File: config.mk
export PLATFORM = sky130hd
export DESIGN_NAME = query_row_buffer_ctrl
export DESIGN_NICKNAME = d
export VERILOG_FILES = /design/src/rtl/query_row_buffer_ctrl.sv
export SDC_FILE = /design/constraint.sdc
export NUM_CORES = 1
export LEC_CHECK = 0
export CAP_MARGIN = 20
export CORE_MARGIN = 2
export CORE_UTILIZATION = 48
export CTS_CLUSTER_SIZE = 12
export DETAILED_ROUTE_END_ITERATION = 10
export PLACE_DENSITY = 0.78
export SLEW_MARGIN = 0
export SYNTH_ARGS = -nofsm -noshare
export SYNTH_HDL_FRONTEND = slang
export SYNTH_SLANG_ARGS = --single-unit
File: constraint.sdc
create_clock -name clk -period 2.05 [get_ports clk]
set_input_delay 0.41 -clock clk [delete_from_list [all_inputs] [get_ports clk]]
set_output_delay 0.41 -clock clk [all_outputs]
set_load 0.03 [all_outputs]
File: src/rtl/query_row_buffer_ctrl.sv
// Ping-pong sequencer for the query row double buffer: steers writes into the fill bank,
// drains the full bank through the RAM read port and tracks per-bank full status.
module query_row_buffer_ctrl #(
   parameter int unsigned ADDR_WIDTH   = 7,
   parameter int unsigned DEPTH        = 128,
   parameter int unsigned READ_LATENCY = 2
) (
   input  logic                  clk,
   input  logic                  rst,
   input  logic                  fsm_enable,
   input  logic                  wr_valid,
   output logic                  wr_ready,
   output logic [ADDR_WIDTH-1:0] wadr,
   output logic                  wbank,
   input  logic                  rd_start,
   output logic                  ren,
   output logic [ADDR_WIDTH-1:0] radr,
   output logic                  rbank,
   output logic                  rdata_valid,
   output logic                  row_done,
   output logic [1:0]            bank_full,
   output logic                  overflow_err
);

   localparam int unsigned            CW       = (READ_LATENCY > 1) ? $clog2(READ_LATENCY) : 1;
   localparam logic [ADDR_WIDTH-1:0]  LAST_ADR = ADDR_WIDTH'(DEPTH - 1);
   localparam logic [CW-1:0]          CNT_INIT = CW'(READ_LATENCY - 1);

   typedef enum logic [1:0] {
      S_IDLE,
      S_READ,
      S_DRAIN
   } state_e;

   state_e                  state_q, state_d;
   logic [ADDR_WIDTH-1:0]   wadr_q, wadr_d;
   logic [ADDR_WIDTH-1:0]   radr_q, radr_d;
   logic                    wbank_q, wbank_d;
   logic                    rbank_q, rbank_d;
   logic [1:0]              bank_full_q, bank_full_d;
   logic                    ovf_q, ovf_d;
   logic                    pend_q, pend_d;
   logic [CW-1:0]           cnt_q, cnt_d;
   logic [READ_LATENCY-1:0] vshift_q, vshift_d;

   always_ff @(posedge clk) begin
      if (rst) begin
         state_q     <= S_IDLE;
         wadr_q      <= '0;
         radr_q      <= '0;
         wbank_q     <= 1'b0;
         rbank_q     <= 1'b0;
         bank_full_q <= '0;
         ovf_q       <= 1'b0;
         pend_q      <= 1'b0;
         cnt_q       <= '0;
         vshift_q    <= '0;
      end else begin
         state_q     <= state_d;
         wadr_q      <= wadr_d;
         radr_q      <= radr_d;
         wbank_q     <= wbank_d;
         rbank_q     <= rbank_d;
         bank_full_q <= bank_full_d;
         ovf_q       <= ovf_d;
         pend_q      <= pend_d;
         cnt_q       <= cnt_d;
         vshift_q    <= vshift_d;
      end
   end

   always_comb begin
      state_d     = state_q;
      wadr_d      = wadr_q;
      radr_d      = radr_q;
      wbank_d     = wbank_q;
      rbank_d     = rbank_q;
      bank_full_d = bank_full_q;
      ovf_d       = ovf_q;
      pend_d      = pend_q;
      cnt_d       = cnt_q;
      ren         = 1'b0;
      row_done    = 1'b0;
      wr_ready    = fsm_enable & ~bank_full_q[wbank_q];

      if (wr_valid && wr_ready) begin
         if (wadr_q == LAST_ADR) begin
            bank_full_d[wbank_q] = 1'b1;
            wbank_d              = ~wbank_q;
            wadr_d               = '0;
         end else begin
            wadr_d = wadr_q + ADDR_WIDTH'(1);
         end
      end
      if (wr_valid && fsm_enable && !wr_ready) begin
         ovf_d = 1'b1;
      end
      if (rd_start) begin
         pend_d = 1'b1;
      end

      // Write- and read-completion always hit opposite banks, so both bit updates stand.
      unique case (state_q)
         S_IDLE: begin
            if (fsm_enable && (pend_q || rd_start) && bank_full_q[rbank_q]) begin
               state_d = S_READ;
               radr_d  = '0;
               pend_d  = 1'b0;
            end
         end
         S_READ: begin
            if (fsm_enable) begin
               ren = 1'b1;
               if (radr_q == LAST_ADR) begin
                  state_d = S_DRAIN;
                  cnt_d   = CNT_INIT;
                  radr_d  = '0;
               end else begin
                  radr_d = radr_q + ADDR_WIDTH'(1);
               end
            end
         end
         S_DRAIN: begin
            if (cnt_q == '0) begin
               row_done             = 1'b1;
               bank_full_d[rbank_q] = 1'b0;
               rbank_d              = ~rbank_q;
               state_d              = S_IDLE;
            end else begin
               cnt_d = cnt_q - CW'(1);
            end
         end
         default: state_d = S_IDLE;
      endcase

      vshift_d = (vshift_q << 1) | READ_LATENCY'(ren);
   end

   assign wadr         = wadr_q;
   assign wbank        = wbank_q;
   assign radr         = radr_q;
   assign rbank        = rbank_q;
   assign bank_full    = bank_full_q;
   assign overflow_err = ovf_q;
   assign rdata_valid  = vshift_q[READ_LATENCY-1];

endmodule
# After elaboration in Yosys (flattened, before gate mapping)

Index checks and enable logic that the tools add are counted.

Word-level logic and storage cells: 84
Flip-flop bits (word level): 25
Bits of input ports: 5

Bitwise gates (word level): 9
Reduce and logical (&&, ||, !) cells: 17
Equal/unequal tests: 8
Multiplexer cells: 33
Order comparisons: 4
$add $sub $neg: 3

Operators with widths:

| kind                  | number |
|---|---|
| $mux W7               | 4 |
| $mux W1               | 16 |
| $mux W2               | 8 |
| $add A7 B1 Y7 const B | 2 |
| $eq A7 B7 Y1 const B  | 2 |
| $pmux W7 S2           | 1 |
| $ne A2 B2 Y1 const B  | 4 |
| $logic_and A1 B1 Y1   | 7 |
| $pmux W2 S3           | 1 |
| $reduce_and A3 Y1     | 2 |
| $lt A1 B2 Y1 const B  | 2 |
| $not A1 Y1            | 4 |
| $reduce_and A2 Y1     | 2 |
| $reduce_and A4 Y1     | 1 |
| $reduce_bool A2 Y1    | 2 |
| $and A2 B2 Y2         | 1 |
| $demux W1 S1          | 2 |
| $eq A2 B1 Y1 const B  | 1 |
| $eq A2 B2 Y1 const B  | 1 |
| $ge A1 B1 Y1 const B  | 2 |
| $logic_not A2 Y1      | 1 |
| $not A2 Y2            | 1 |
| $or A2 B1 Y2          | 1 |
| $or A2 B2 Y2          | 1 |
| 5 further kinds       | 5 |

# Logic depth before layout (Yosys ltp)

Depth after elaboration: 10
Depth in mapped cells: 6

# Worst setup path after synthesis

OpenSTA, ideal clock, no wires.

Path type: register to output
Start point: reg state_q[1]
End point: out row_done
Path buffers: 1
Data arrival time: 1509 ps
Cell stages (with the launch flop): 3
Slack: 131 ps
Path through: dfxtp_1 -> clkbuf_1 -> nor3b_1

Word-level cells in the longest chain between the ends: 2

Ends and longest elaborated chain:

| item                     | RTL line | text |
|---|---|---|
| start: declaration       | 35       | `state_e state_q, state_d;` |
| start signal: assignment | 59       | `state_q <= state_d;` |
| $eq A2 B2 Y1             | 103      | `unique case (state_q)` |
| $mux W1                  | 103      |  |
| end: declaration         | 20       | `output logic row_done,` |

No other way between the ends.

# Final worst setup path

Start point: in fsm_enable
End point: out ren

Word-level cells in the longest chain between the ends: 2

Ends and longest elaborated chain:

| item               | RTL line | text |
|---|---|---|
| start: declaration | 10       | `input logic fsm_enable,` |
| $mux W1            | 112      | `if (fsm_enable) begin` |
| $mux W1            | 103      |  |
| end: declaration   | 16       | `output logic ren,` |

No other way between the ends.

==> impl_metrics.csv <==
group,metric,value,unit
status,status,"finished, final reports clean",
cts,ctsHoldBuffers,0,
global_route,grt_pass1_vias,1009,
timing,grt_setup_unrepaired,"false",
timing,fmax,521.9,MHz
min_path,hold_class,"reg2reg",
detailed_routing,routed_wl,2496,um
logic_synthesis,synth-main-ff-cell,"dfxtp_1",
logic_synthesis,syn_nets,139,
detailed_routing,via_count,1069,
timing,slew_headroom,72.24,%
critical_path,crit_slowest_cell,"clkdlybuf4s50_1",
critical_path,path_cells,"clkdlybuf4s50_1 -> buf_4 -> nand3b_1 -> buf_4 -> inv_1 -> buf_4",
cts,cts_inserted_buffers,3,
detailed_routing,drtAntennaViolNets,0,
critical_path,critPathMostFrequentCell,"buf_4",
critical_path,cp_max_fo,6,
logic_synthesis,yosysTopAreaCell,"dfxtp_1",
floorplan,die_h,53.16,um
timing,drv_slew,0,
place,placed_cell_area,1509,um2
logic_synthesis,ys_top_cells_by_count,"dfxtp_1 (25), inv_1 (12), nor2_1 (11)",
floorplan,die_area,2825,um2
floorplan,initial_core_util,51.44,%
logic_synthesis,yosysTopAreaCellShare,43.15,%
critical_path,critPathBufInv,5,
global_route,grt_overflow_total,0,
timing,setup_viol,0,
floorplan,die_w,53.16,um
cells_and_area,final_area,1539,um2
place,hpwl,1918,um
detailed_routing,via_per_inst,5.454,
cells_and_area,final_core_util,68.26,%
power_and_ir_drop,cellPowerDensity,500.4,nW/um2
logic_synthesis,synth_edf_count,0,
cts,cts-root-buf,"clkbuf_4",
cts,htreeDepth,1,
logic_synthesis,synthArstFlopShare,0,%
timing,timing.final.hold_violations,0,
place,portBuffers,27,
cts,clk_path_buf_depth,2,
timing,finClkSkew,6.526,ps
cts,cts_tree,"done",
cells_and_area,fin_nets,176,
detailed_routing,wl_per_cell,12.73,um
place,finalWeightedCongestion,0.8530,
logic_synthesis,synth_cell_types,39,
cts,path_clk_slew,140,ps
cts,clk_latency,310,ps
timing,holdWs,458.4,ps
logic_synthesis,synth_seq_cells,25,
power_and_ir_drop,leakage,0.0005194,uW
critical_path,start_kind,"primary input",
floorplan,rows,17,
logic_synthesis,yosys_warnings,0,
timing,tightest_slew,413.3,ps
cells_and_area,layout-drive-gt1-share,15.48,%
floorplan,core,2255,um2
cells_and_area,nFillCells,212,
floorplan,ios,28,
cells_and_area,area_growth,32.69,%
run,cap_violations,0,
critical_path,setup.worst_path.end_class,"output port",
timing,final.setup.tns,0,ps
critical_path,critical_path.top_delay_family,"buffers and inverters",
global_route,grt_pass1_wl,4257,um
cts,cts_setup_buffers,0,
global_route,track_usage,20.86,%
logic_synthesis,syn_avg_cell_area,8.787,um2
logic_synthesis,synth.most_common_cell,"dfxtp_1",
timing,fin_crit_sh,93.47,%
global_route,grt_max_degree,20,
logic_synthesis,synth_area_leaders,"dfxtp_1 (43%), xnor2_1 (4.5%), a21oi_1 (3.9%)",
critical_path,arrival,1510,ps
global_route,antenna_found_initial,0,
cells_and_area,antenna_cells,0,
cts,cts_resized,0,
logic_synthesis,synth_area,1160,um2
critical_path,cpPeakStageDelay,510,ps
detailed_routing,dr.pass1.iters,4,
cts,cts_sinks,25,
critical_path,crit_type,"in2out",
logic_synthesis,netlist_instances,132,
detailed_routing,drc_errors,0,
logic_synthesis,ys_seq_area_share,43.15,%
timing,fin_crit,1916,ps
power_and_ir_drop,ir_drop,0.0004150,V
detailed_routing,drt_first_iter_violations,13,
critical_path,critPathRequiredTime,1640,ps
==> worst paths after layout <==
check | startpoint | cells after the start | end | slack (ps)
max | fsm_enable | 6 | ren | 130
min | vshift_q[0] | 1 | vshift_q[1] | 460
max reg2reg | wbank | 4 | bank_full[0] | 310
min reg2reg | vshift_q[0] | 1 | vshift_q[1] | 460
==> where the power goes <==
group          switching, uW  internal [uW]
registers               3.72            490
clock network            148           74.4
logic                   29.0           24.9
==> sequential cells by signal (all words and copies together) (netlist names), 2 cells and up <==
| signal | flops |
|---|---|
| vshift_q | 2 |
| state_q | 2 |
| wadr | 7 |
| radr | 7 |
| bank_full | 2 |
==> logic make-up after synthesis <==
logic type	synth area share, %
and+or+nand+nor	26.32
AOI/OAI and AO/OA	13.05
xor gates and xnor gates	6.041
muxes	2.697
adders and majority gates	2.157
buffers and inverters	6.579
DFF	43.15
==> cell usage in the layout, fill, tap and decap left out, drive strengths merged, types with 3 or more instances in the layout <==
cell           synthesis  final
nand2                  9      9
or4                    3      3
dfxtp                 25     25
nor3                   5      5
clkbuf                 5      3
inv                   12     12
nor4                   4      4
buf                    1     14
or3                    4      4
nor2                  11     11
clkdlybuf4s50          0     24
nand3                  6      6
o21ai                  3      3
xnor2                  6      6
a21oi                 10     10
==> routing by layer <==
| layer | up-vias | track usage (%) | share of wire [%] |
|---|---|---|---|
| met1 | 500 | 25.13 | 44 |
| met4 | 0 | 11.97 | 1.9 |
| met5 | - | 0 | 0 |
| met2 | 28 | 34.79 | 48 |
| li1 | 535 | - | - |
| met3 | 6 | 3.390 | 5.2 |
==> metrics by stage <==
step | instances | worst slack (ps) | total power (uW)
4_1_cts | 196 | 132.5 | 782.1
5_1_grt | 196 | 67.25 | 806.8
6_report | 196 | 133.9 | 770.1
3_5_place_dp | 192 | -106.9 | 558.2
2_1_floorplan | 132 | 131.0 | 531.3
3_3_place_gp | 192 | -39.50 | 556.8
==> final cells by class <==
class                   instances  area (um2)  share of cell area (%)
inverters                      12       45.04                   2.927
clock inverters                 1       7.507                  0.4878
clock buffers                   3       22.52                   1.463
well taps                      28       35.03                   2.276
flip-flops and latches         25       500.5                   32.52
repair buffers                 38       345.3                   22.44
multi-input cells              89       583.1                   37.89
No activity file was read; power rests on OpenSTA's default activity.
